==> src/rtl/bin2bcd_seq.sv <==
// Sequential double-dabble converter: WIDTH-bit unsigned binary to DIGITS packed BCD digits, one bit per clock.
// Optional saturation of out-of-range results is enabled by defining BIN2BCD_SAT_EN.
module bin2bcd_seq #(
   parameter int WIDTH  = 14,
   parameter int DIGITS = 4
) (
   input  logic                  clk,
   input  logic                  reset,
   input  logic [WIDTH-1:0]      bin,
   input  logic                  in_valid,
   output logic                  in_ready,
   output logic [4*DIGITS-1:0]   bcd,
   output logic                  out_valid,
   output logic                  ovf
);

   localparam int SW = (DIGITS + 1) * 4;
   localparam int CW = $clog2(WIDTH + 1);

   typedef enum logic [1:0] {
      ST_IDLE  = 2'd0,
      ST_SHIFT = 2'd1,
      ST_DONE  = 2'd2
   } state_t;

   state_t              state_q, state_d;
   logic [WIDTH-1:0]    bin_q, bin_d;
   logic [SW-1:0]       scratch_q, scratch_d;
   logic [CW-1:0]       cnt_q, cnt_d;
   logic [4*DIGITS-1:0] bcd_q, bcd_d;
   logic                ovf_q, ovf_d;
   logic                out_valid_q, out_valid_d;
   logic                in_ready_q, in_ready_d;
   logic [SW-1:0]       scratch_adj_s;

   // Nibble-wise add-3 correction; digits never carry into each other.
   function automatic logic [SW-1:0] add3_all(input logic [SW-1:0] s);
      logic [SW-1:0] r;
      r = s;
      for (int i = 0; i < DIGITS + 1; i++) begin
         if (s[4*i +: 4] >= 4'd5) begin
            r[4*i +: 4] = s[4*i +: 4] + 4'd3;
         end else begin
            r[4*i +: 4] = s[4*i +: 4];
         end
      end
      return r;
   endfunction

   assign scratch_adj_s = add3_all(scratch_q);

   // State register and datapath registers with synchronous reset.
   always_ff @(posedge clk) begin
      if (reset) begin
         state_q     <= ST_IDLE;
         bin_q       <= '0;
         scratch_q   <= '0;
         cnt_q       <= '0;
         bcd_q       <= '0;
         ovf_q       <= 1'b0;
         out_valid_q <= 1'b0;
         in_ready_q  <= 1'b1;
      end else begin
         state_q     <= state_d;
         bin_q       <= bin_d;
         scratch_q   <= scratch_d;
         cnt_q       <= cnt_d;
         bcd_q       <= bcd_d;
         ovf_q       <= ovf_d;
         out_valid_q <= out_valid_d;
         in_ready_q  <= in_ready_d;
      end
   end

   // Next-state and datapath logic; bcd/ovf only move when leaving DONE.
   always_comb begin
      state_d     = state_q;
      bin_d       = bin_q;
      scratch_d   = scratch_q;
      cnt_d       = cnt_q;
      bcd_d       = bcd_q;
      ovf_d       = ovf_q;
      out_valid_d = 1'b0;
      case (state_q)
         ST_IDLE: begin
            if (in_valid) begin
               bin_d     = bin;
               scratch_d = '0;
               cnt_d     = CW'(WIDTH);
               state_d   = ST_SHIFT;
            end else begin
               state_d = ST_IDLE;
            end
         end
         ST_SHIFT: begin
            scratch_d = {scratch_adj_s[SW-2:0], bin_q[WIDTH-1]};
            bin_d     = {bin_q[WIDTH-2:0], 1'b0};
            cnt_d     = cnt_q - CW'(1);
            if (cnt_q == CW'(1)) begin
               state_d = ST_DONE;
            end else begin
               state_d = ST_SHIFT;
            end
         end
         ST_DONE: begin
`ifdef BIN2BCD_SAT_EN
            if (scratch_q[SW-1 -: 4] != 4'd0) begin
               bcd_d = {DIGITS{4'h9}};
               ovf_d = 1'b1;
            end else begin
               bcd_d = scratch_q[4*DIGITS-1:0];
               ovf_d = 1'b0;
            end
`else
            bcd_d = scratch_q[4*DIGITS-1:0];
            ovf_d = 1'b0;
`endif
            out_valid_d = 1'b1;
            state_d     = ST_IDLE;
         end
         default: begin
            state_d = ST_IDLE;
         end
      endcase
      in_ready_d = (state_d == ST_IDLE);
   end

   assign in_ready  = in_ready_q;
   assign bcd       = bcd_q;
   assign out_valid = out_valid_q;
   assign ovf       = ovf_q;

endmodule

==> config.mk <==
export PLATFORM = sky130hd
export DESIGN_NAME = bin2bcd_seq
export DESIGN_NICKNAME = d
export VERILOG_FILES = /design/src/rtl/bin2bcd_seq.sv
export SDC_FILE = /design/constraint.sdc
export NUM_CORES = 1
export LEC_CHECK = 0
export ABC_AREA = 0
export BUFFER_PORTS_ARGS = -buffer_cell sky130_fd_sc_hd__buf_4
export CORE_MARGIN = 2
export CORE_UTILIZATION = 55
export DETAILED_ROUTE_END_ITERATION = 8
export MAX_ROUTING_LAYER = met4
export PLACE_DENSITY = 0.88
export SLEW_MARGIN = 20
export SYNTH_ARGS = -nofsm -noshare
export SYNTH_HDL_FRONTEND = slang
export SYNTH_SLANG_ARGS = --single-unit
==> constraint.sdc <==
create_clock -name clk -period 1.7 [get_ports clk]
set_input_delay 0.34 -clock clk [delete_from_list [all_inputs] [get_ports clk]]
set_output_delay 0.34 -clock clk [all_outputs]
set_load 0.01 [all_outputs]
==> results_dict.tcl <==
set metrics [dict create \
    status "finished, final reports clean" \
    design.portCount 36 \
    worstSetupPathType "reg -> reg" \
    route.detailed.drc 0 \
    setup_viol 0 \
    min_to "bin_q[0]$_SDFFE_PP0P_" \
    start_util 0.5743 \
    grt_pass1_wl_microns 7334 \
    yosysMostFrequentCell "dfxtp_1" \
    p_seq_frac 0.583 \
    drt-initial-drc-count 104 \
    seq_area_frac_synth 0.4706 \
    wire_per_inst_microns 13.39 \
    synth_area_per_cell_sq_um 9.009 \
    port-buffer-count 34 \
    synth_cell_types 34 \
    hold_start "bin[0]" \
    p_per_area_nw_per_um2 851.2 \
    grt_max_degree 22 \
    yosysWarningCount 0 \
    comb_power_share 0.102 \
    rsz0062_at_grt "no" \
    grt_pass1_vias 1659 \
    synth-edff-count 0 \
    clkLatencyLatePin_ns 0.30 \
    r2r_slack_ns 0.18 \
    leakagePower_nw 1.137 \
    min_period_ns 1.517 \
    track_usage 0.2167 \
    ff2ff_path_depth 6 \
    critPathRequiredTime_ns 1.91 \
    synth-async-reset-ratio 0 \
    post_cts_resized 0 \
    p_clk_frac 0.315 \
    fin_nets 319 \
    dp_hpwl_microns 3289 \
    cts.sinks 54 \
    r2r-end "scratch_q[10]$_SDFFE_PP0P_" \
    hold_depth 3 \
    hold_violations 0 \
    switching_power_mw 0.5523 \
    grt_overflow 0 \
    hp-class "in -> reg" \
    syn_nets 282 \
    syn_inst 255 \
    cts_made_buffers 5 \
    die_h_microns 68.63 \
    hold_buffers 0 \
    dieWidth_microns 68.63 \
    cts_setup_buffers 0 \
    worstPathBufferInverterCount 1 \
    yosys.area.top_type "dfxtp_1" \
    min_period_over_period 0.8923 \
    grt_use_met2 0.3702 \
    clk_pin_slew_ns 0.09 \
    ir_drop_v 0.0006370 \
    crit_fanout 4 \
    reg2reg_from "scratch_q[9]$_SDFFE_PP0P_" \
    end_kind "register" \
    crit_arrival_ns 1.72 \
    syn_area_sq_um 2297 \
    power.internal_mw 1.749 \
    synth_common_cells "dfxtp_1, nand2_1, nor2_1" \
    cts_max_level 2 \
    routabilityCongestion 0.7644 \
    ys_seq_elements 54 \
    holdWs_ns 0.3143 \
    diodes 0 \
    avgViaCountPerCell 5.420 \
    cap_violations 0 \
    fmax_mhz 659.2 \
    critical-path-max-stage-delay_ns 0.37 \
    vias 1859 \
    fin_skew_ns 0.005175 \
    use_met3 0.03896 \
    met1_usage 0.2518 \
    clk_path_buf_depth 2 \
    path_cells "inv_1 > ha_1 > nand2b_1 > a21oi_1 > mux2i_1 > a22o_1" \
    ys_top_cells_by_area "dfxtp_1, nand2_1, ha_1" \
    antenna_found_initial 0 \
    drive_gt1_frac 0.1843 \
    core_area_sq_um 4000 \
    cts_root_buffer "clkbuf_8" \
    die-area_sq_um 4709 \
    synth_top_cell_area_share 0.4706 \
    cts_tree "yes" \
    start_kind "register" \
    setup-tns-final_ns 0 \
    sw_frac_of_total 0.2399 \
    placement_rows 23 \
    routed_wl_microns 4594 \
    critical-path-slowest-cell "dfxtp_1" \
    slew_violations 0 \
    syn2layout_area_growth_pct 17.70 \
    ant_nets 0 \
    cpLargestDelayFamily "compound AO/OA/AOI/OAI gates" \
    first_pass_iters 4 \
    ys.flop_type "dfxtp_1" \
    grt-busiest-layer "met2" \
    total_power_mw 2.302 \
]
-- state kept, by name, indices dropped and copies added, names as in the netlist --
signal / count
bin_q: 14
in_ready: 1
state_q: 2
cnt_q: 4
out_valid: 1
bcd: 16
scratch_q: 16
-- how the worst max path moves through the flow --
stage | from | to | slack (ns) | depth (start not counted)
final | scratch_q[9]$_SDFFE_PP0P_ | scratch_q[10]$_SDFFE_PP0P_ | 0.18 | 6
after global placement | reset | scratch_q[11]$_SDFFE_PP0P_ | 0.24 | 4
after CTS | scratch_q[9]$_SDFFE_PP0P_ | scratch_q[10]$_SDFFE_PP0P_ | 0.18 | 6
after detailed placement | reset | scratch_q[11]$_SDFFE_PP0P_ | 0.21 | 4
after global routing | scratch_q[9]$_SDFFE_PP0P_ | scratch_q[10]$_SDFFE_PP0P_ | 0.08 | 6
after floorplan | scratch_q[9]$_SDFFE_PP0P_ | scratch_q[10]$_SDFFE_PP0P_ | 0.35 | 6
-- through the flow --
step / worst slack [ns] / area (sq um) / utilization / cells
6_report: 0.1830 / 2704 / 0.6759 / 343
5_1_grt: 0.07668 / 2704 / 0.6759 / 343
4_1_cts: 0.1832 / 2704 / 0.6759 / 343
3_5_place_dp: 0.2073 / 2613 / 0.6531 / 335
3_3_place_gp: 0.2353 / 2613 / 0.6531 / 335
2_1_floorplan: 0.3463 / 2297 / - / 255
-- final cells by class --
type | count | area (sq um)
Fill cell | 329 | 1296
Multi-Input combinational cell | 175 | 1097
Inverter | 13 | 48.80
Clock inverter | 1 | 5.005
Clock buffer | 7 | 86.33
Sequential cell | 54 | 1081
Tap cell | 50 | 62.56
Timing Repair Buffer | 43 | 322.8
-- layout by cell type (no fill, tap or decap) --
cell	synthesis	routed
a211oi_1	14	14
a21oi_1	21	21
a221oi_1	1	1
a22o_1	4	4
a2bb2oi_1	1	1
a31oi_1	1	1
a32o_1	4	4
a32oi_1	1	1
and3_1	1	1
buf_4	4	43
clkbuf_1	2	1
clkbuf_8	0	6
clkinv_2	0	1
conb_1	1	1
dfxtp_1	54	54
ha_1	10	10
inv_1	13	13
mux2i_1	12	12
nand2_1	35	35
nand2b_1	5	5
nand2b_4	1	1
nand3_1	2	2
nor2_1	26	26
nor2_2	2	2
nor3_1	2	2
o21ai_0	6	6
o21bai_1	1	1
o22ai_1	8	8
o31ai_1	4	4
o32ai_1	3	3
or2_1	1	1
or2_2	1	1
xnor2_1	4	4
xor2_1	3	3
-- worst min-delay path, cell delays in order --
cell     delay (ns)
buf_4          0.08
a32oi_1        0.08
nor2_1         0.09
-- cell families (layout without fill, tap and decap cells) --
logic type	Yosys count	count (layout)	synth area share
AOI/OAI and AO/OA	69	69	0.2010
DFF	54	54	0.4706
and+or+nand+nor	76	76	0.1416
adders and majority gates	10	10	0.05447
other	1	1	0.001632
xor gates and xnor gates	7	7	0.02669
muxes	12	12	0.05229
buffers and inverters	26	64	0.05175
-- power by group through the flow --
stage	registers [mW]	clock network, mW	logic, mW
floorplan	1.36	0	0.165
global placement	1.37	0	0.228
detailed placement	1.37	0	0.236
CTS	1.34	0.736	0.236
global route	1.35	0.794	0.263
finish	1.34	0.725	0.235
-- layer usage --
metal  up-vias  wire, microns
met5         -              0
met4         0             80
met3         7            240
met2        54           2202
met1       842           2070
li1        956              -
Power figures use the tool's default switching activity.
